[src/rtl/odmb_vme_pkg.sv]
// Shared types and defaults for schedulers that front the ODMB VME command decoder.
package odmb_vme_pkg;

  localparam logic [31:0] IDLE_CMD_DEFAULT = 32'h00F8_0000;
  localparam int unsigned RD_BIT_DEFAULT   = 25;
  localparam int unsigned RSP_ID_W         = 3;
  localparam int unsigned VME_W            = 32;

  typedef enum logic [1:0] {
    S_IDLE  = 2'd0,
    S_ISSUE = 2'd1,
    S_WAIT  = 2'd2,
    S_RESP  = 2'd3
  } state_e;

  typedef struct packed {
    logic [RSP_ID_W-1:0] id;
    logic [VME_W-1:0]    data;
    logic                rd;
    logic                timeout;
  } rsp_t;

endpackage

[src/rtl/rr_arbiter.sv]
// Combinational round-robin select: first valid index at or after ptr, modulo N.
module rr_arbiter #(
  parameter int unsigned N  = 2,
  parameter int unsigned IW = (N > 1) ? $clog2(N) : 1
) (
  input  logic [N-1:0]  valid,
  input  logic [IW-1:0] ptr,
  output logic [N-1:0]  grant_c,
  output logic [IW-1:0] idx_c,
  output logic          any_c
);

  logic [IW-1:0] cand;

  always_comb begin
    grant_c = '0;
    idx_c   = '0;
    any_c   = 1'b0;
    cand    = '0;
    for (int unsigned k = 0; k < N; k++) begin
      cand = IW'((32'(ptr) + k) % N);
      if (!any_c && valid[cand]) begin
        any_c         = 1'b1;
        grant_c[cand] = 1'b1;
        idx_c         = cand;
      end
    end
  end

endmodule

[src/rtl/vme_cmd_arbiter.sv]
// Round-robin scheduler sharing the single ODMB VME command path between requesters;
// one command outstanding, read-back or timeout returned to the granted requester.
module vme_cmd_arbiter
  import odmb_vme_pkg::*;
#(
  parameter int unsigned NREQ     = 2,
  parameter int unsigned TIMEOUT  = 1023,
  parameter logic [31:0] IDLE_CMD = IDLE_CMD_DEFAULT,
  parameter int unsigned RD_BIT   = RD_BIT_DEFAULT
) (
  input  logic                 clk,
  input  logic                 rst,
  input  logic [NREQ-1:0]      req_valid,
  input  logic [32*NREQ-1:0]   req_cmd,
  input  logic [32*NREQ-1:0]   req_data,
  output logic [NREQ-1:0]      req_ready,
  input  logic                 vme_cmd_rd,
  input  logic                 vme_dat_wr,
  input  logic [31:0]          vme_dat_reg_out,
  output logic                 start,
  output logic [31:0]          vme_cmd_reg,
  output logic [31:0]          vme_dat_reg_in,
  output logic                 rsp_valid,
  output logic [2:0]           rsp_id,
  output logic [31:0]          rsp_data,
  output logic                 rsp_rd,
  output logic                 rsp_timeout
);

  localparam int unsigned IW = (NREQ > 1) ? $clog2(NREQ) : 1;
  localparam int unsigned CW = $clog2(TIMEOUT + 1);

  logic [31:0] cmd_arr [NREQ];
  logic [31:0] dat_arr [NREQ];

  for (genvar g = 0; g < NREQ; g++) begin : g_unpack
    assign cmd_arr[g] = req_cmd[32*g +: 32];
    assign dat_arr[g] = req_data[32*g +: 32];
  end

  state_e          state_q, state_d;
  logic [IW-1:0]   ptr_q, ptr_d;
  logic            go_q, go_d;
  logic [CW-1:0]   cnt_q, cnt_d;
  logic [31:0]     cmd_lat_q, cmd_lat_d;
  logic [31:0]     dat_lat_q, dat_lat_d;
  logic [2:0]      id_lat_q, id_lat_d;
  logic [NREQ-1:0] req_ready_q, req_ready_d;
  logic            start_q, start_d;
  logic [31:0]     cmd_out_q, cmd_out_d;
  logic [31:0]     dat_out_q, dat_out_d;
  logic            rsp_valid_q, rsp_valid_d;
  rsp_t            rsp_q, rsp_d;

  logic [NREQ-1:0] grant_c;
  logic [IW-1:0]   idx_c;
  logic            any_c;

  rr_arbiter #(
    .N  (NREQ),
    .IW (IW)
  ) u_rr (
    .valid   (req_valid),
    .ptr     (ptr_q),
    .grant_c (grant_c),
    .idx_c   (idx_c),
    .any_c   (any_c)
  );

  always_comb begin
    state_d     = state_q;
    ptr_d       = ptr_q;
    go_d        = go_q;
    cnt_d       = cnt_q;
    cmd_lat_d   = cmd_lat_q;
    dat_lat_d   = dat_lat_q;
    id_lat_d    = id_lat_q;
    req_ready_d = '0;
    start_d     = 1'b0;
    cmd_out_d   = IDLE_CMD;
    dat_out_d   = '0;
    rsp_valid_d = 1'b0;
    rsp_d       = '0;

    case (state_q)
      S_IDLE: begin
        if (any_c) begin
          req_ready_d = grant_c;
          cmd_lat_d   = cmd_arr[idx_c];
          dat_lat_d   = dat_arr[idx_c];
          id_lat_d    = 3'(idx_c);
          ptr_d       = (idx_c == IW'(NREQ - 1)) ? '0 : IW'(idx_c + IW'(1));
          go_d        = 1'b0;
          state_d     = S_ISSUE;
        end
      end

      // vme_cmd_rd is sampled once, then the command is driven on the following cycle
      S_ISSUE: begin
        if (go_q) begin
          start_d   = 1'b1;
          cmd_out_d = cmd_lat_q;
          dat_out_d = dat_lat_q;
          cnt_d     = '0;
          go_d      = 1'b0;
          state_d   = S_WAIT;
        end else if (vme_cmd_rd) begin
          go_d = 1'b1;
        end
      end

      // counting starts after the start cycle; a strobe beats a coincident timeout
      S_WAIT: begin
        if (!start_q && cnt_q != CW'(TIMEOUT)) begin
          cnt_d = CW'(cnt_q + 1'b1);
        end
        if (vme_dat_wr) begin
          rsp_valid_d = 1'b1;
          rsp_d.id    = id_lat_q;
          rsp_d.rd    = cmd_lat_q[RD_BIT];
          rsp_d.data  = cmd_lat_q[RD_BIT] ? vme_dat_reg_out : 32'h0;
          state_d     = S_RESP;
        end else if (cnt_q == CW'(TIMEOUT)) begin
          rsp_valid_d   = 1'b1;
          rsp_d.id      = id_lat_q;
          rsp_d.rd      = cmd_lat_q[RD_BIT];
          rsp_d.timeout = 1'b1;
          state_d       = S_RESP;
        end
      end

      S_RESP: begin
        state_d = S_IDLE;
      end

      default: begin
        state_d = S_IDLE;
      end
    endcase
  end

  always_ff @(posedge clk or posedge rst) begin
    if (rst) begin
      state_q     <= S_IDLE;
      ptr_q       <= '0;
      go_q        <= 1'b0;
      cnt_q       <= '0;
      cmd_lat_q   <= '0;
      dat_lat_q   <= '0;
      id_lat_q    <= '0;
      req_ready_q <= '0;
      start_q     <= 1'b0;
      cmd_out_q   <= IDLE_CMD;
      dat_out_q   <= '0;
      rsp_valid_q <= 1'b0;
      rsp_q       <= '0;
    end else begin
      state_q     <= state_d;
      ptr_q       <= ptr_d;
      go_q        <= go_d;
      cnt_q       <= cnt_d;
      cmd_lat_q   <= cmd_lat_d;
      dat_lat_q   <= dat_lat_d;
      id_lat_q    <= id_lat_d;
      req_ready_q <= req_ready_d;
      start_q     <= start_d;
      cmd_out_q   <= cmd_out_d;
      dat_out_q   <= dat_out_d;
      rsp_valid_q <= rsp_valid_d;
      rsp_q       <= rsp_d;
    end
  end

  assign req_ready      = req_ready_q;
  assign start          = start_q;
  assign vme_cmd_reg    = cmd_out_q;
  assign vme_dat_reg_in = dat_out_q;
  assign rsp_valid      = rsp_valid_q;
  assign rsp_id         = rsp_q.id;
  assign rsp_data       = rsp_q.data;
  assign rsp_rd         = rsp_q.rd;
  assign rsp_timeout    = rsp_q.timeout;

endmodule

[config.mk]
export PLATFORM = sky130hd
export DESIGN_NAME = vme_cmd_arbiter
export DESIGN_NICKNAME = d
export VERILOG_FILES = /design/src/rtl/odmb_vme_pkg.sv /design/src/rtl/rr_arbiter.sv /design/src/rtl/vme_cmd_arbiter.sv
export SDC_FILE = /design/constraint.sdc
export NUM_CORES = 1
export LEC_CHECK = 0
export ABC_AREA = 1
export BUFFER_PORTS_ARGS = -buffer_cell sky130_fd_sc_hd__buf_2
export CORE_ASPECT_RATIO = 1.75
export CORE_UTILIZATION = 32
export DETAILED_ROUTE_END_ITERATION = 10
export GPL_TIMING_DRIVEN = 0
export MAX_ROUTING_LAYER = met4
export PLACE_DENSITY_LB_ADDON = 0.08
export SLEW_MARGIN = 10
export SYNTH_ARGS = -nofsm -noshare
export SYNTH_HDL_FRONTEND = slang
export SYNTH_SLANG_ARGS = --single-unit
[constraint.sdc]
create_clock -name clk -period 7.5 [get_ports clk]
set_input_delay 0.375 -clock clk [delete_from_list [all_inputs] [get_ports clk]]
set_output_delay 0.375 -clock clk [all_outputs]
set_load 0.02 [all_outputs]
==> impl_metrics.json <==
{
  "synthTopCellsByArea": "dfrtp_1, nand2_1, inv_1",
  "fin_util_pct": 42.8,
  "async_reset_ff_share_pct": 100,
  "wl_mm": 19.7,
  "ys_ff_latch": 182,
  "setup_violations": 0,
  "drv_cap": 0,
  "yosys_warnings": 0,
  "slew_viol_final": 0,
  "fillers": 2407,
  "grt_use_total_pct": 18.1,
  "hold_buffers": 0,
  "place_area_um2": 9100,
  "grt_max_degree": 102,
  "wl_per_cell_um": 13.8,
  "power_mw": 3.09,
  "ir_drop_mv": 0.130,
  "fp.dieH_um": 202,
  "numCtsBuffers": 17,
  "place.gp.congestion": 0.797,
  "crit_required_ps": 7840,
  "antenna_found_initial": 1,
  "grt-ovfl-total": 0,
  "fin_crit_ps": 2050,
  "hp-class": "primary input to async pin",
  "clkLatencyLatePin_ps": 430,
  "max_freq_mhz": 489,
  "synth_top_area_share_pct": 60.3,
  "cp_num_buf_inv": 4,
  "post_cts_resized": 0,
  "hold_viol": 2,
  "ys_top_cells_by_count": "nand2_1, dfrtp_1, inv_1",
  "path_clk_slew_ps": 70,
  "root_buffer": "clkbuf_16",
  "dieArea_um2": 23600,
  "io-pin-count": 271,
  "synth_flop_cell": "dfrtp_1",
  "power.density_nw_per_um2": 319,
  "drt_first_iter_violations": 176,
  "die_w_um": 117,
  "crit_slowest_cell": "clkbuf_1",
  "start_kind": "flop",
  "synth_edf_count": 0,
  "drc_errors": 0,
  "period_share_pct": 27.3,
  "rsz0062_at_grt": "no",
  "layout.nets": 1281,
  "crit_type": "flop to flop",
  "syn-cell-area_um2": 7350,
  "rr_startpoint": "state_q[0]",
  "cts_tree": "done",
  "dpl.hpwl_mm": 14.9,
  "core-area_um2": 22700,
  "cp.arrival_ps": 2380,
  "crit_fanout": 10,
  "synth.most_common_cell": "nand2_1",
  "yosysSeqAreaShare_pct": 62.1,
  "fin_hold_ws_ps": -4.20,
  "initial_utilization_pct": 32.4,
  "cp_cell_sequence": "inv_1 -> ha_1 -> nand2_1 -> inv_1 -> nand2_1 -> clkinv_1 -> clkbuf_1 -> nand2_1 -> o211ai_1",
  "yosysTopAreaCell": "dfrtp_1",
  "cpPeakStageDelay_ps": 470,
  "clk_path_buf_depth": 2,
  "violations": "negative hold slack",
  "clock_sinks": 182,
  "vias": 6101,
  "syn_area_per_cell_um2": 8.94,
  "outcome": "finished, violations left",
  "slew_headroom_pct": 60.3,
  "cts-htree-levels": 4,
  "crit_top_cell": "nand2_1",
  "syn2layout_area_growth_pct": 31.9,
  "post_cts_buffers": 0,
  "port_buffers": 267,
  "tightest_slew_ps": 596,
  "grt_pass1_wl_mm": 31.0,
  "p_leak_nw": 5.51,
  "dr.pass1.iters": 4,
  "grt_pass1_vias": 6146,
  "final_layout_size_suffix_gt1_share_pct": 29.7,
  "antenna_left": 0,
  "rows": 73,
  "netlist_instances": 822,
  "end_kind": "flop",
  "vias_per_cell": 4.28,
  "final_area_um2": 9690,
  "cp-startpoint": "state_q[0]",
  "ys_types": 31,
  "crit_family": "buffers and inverters",
  "finClkSkew_ps": 11.0
}
[through the flow]
step | hold WS (ps) | std cells | TNS (ps) | setup slack [ps]
final | -4.20 | 1424 | 0 | 5450
after global routing | 21.5 | 1424 | 0 | 5300
after CTS | 15.9 | 1423 | 0 | 5430
after detailed placement | 435 | 1391 | 0 | 5460
after global placement | 430 | 1390 | -36200 | -221
after floorplan | 424 | 823 | 0 | 2190
[cell usage in the layout, fill, tap and decap left out, drive strengths merged]
cell      instances
o21bai            2
inv             120
o211ai           25
xor2              2
and2              1
conb              2
or2               1
nor3b             2
nand4             2
clkinvlp          2
diode             1
o21ai            43
nor3              3
bufinv            2
xnor2             1
buf             288
dfrtp           177
nand2           234
nor2            107
nand3            47
a21oi             4
clkbuf           43
ha                5
dfstp             5
clkinv            5
[final timing paths]
kind	end	slack, ps	cells past startpoint
min	vme_dat_reg_in[27]	-4	2
min reg2reg	vme_cmd_reg[21]	450	2
max	cmd_lat_q[22]	5450	9
max reg2reg	cmd_lat_q[22]	5450	9
min in group clk	rsp_data[11]	150	3
max in group asynchronous	cmd_lat_q[7]	6600	3
[where the power goes]
part	total (mW)	internal [mW]	switching, mW
Clock	0.895	0.512	0.383
Sequential	1.27	1.21	0.0627
Combinational	0.927	0.307	0.620
[metal layers]
metal,track usage (%),up-vias,wire [um]
met5,-,-,0
met4,7.10,0,361
met3,4.83,26,1420
met2,31.9,211,10400
met1,18.6,2800,7560
li1,-,3064,-
[layout make-up]
class | count | area, um2 | share of cell area, %
Clock inverter | 10 | 123 | 1.27
Buffer | 41 | 203 | 2.09
Sequential cell | 182 | 4560 | 47.1
Antenna cell | 1 | 2.50 | 0.0258
Inverter | 119 | 454 | 4.69
Clock buffer | 22 | 464 | 4.79
Multi-Input combinational cell | 481 | 2140 | 22.1
Timing Repair Buffer | 268 | 1360 | 14.1
Tap cell | 300 | 375 | 3.88
[logic make-up after synthesis]
group                    synth area share, %
AO/OA/AOI/OAI                           6.17
XOR/XNOR                               0.358
adder cells (fa/ha/maj)                0.852
buffers and inverters                   8.84
flip-flops                              62.1
other                                 0.0510
AND/OR/NAND/NOR                         21.6
Power figures use the tool's default switching activity.
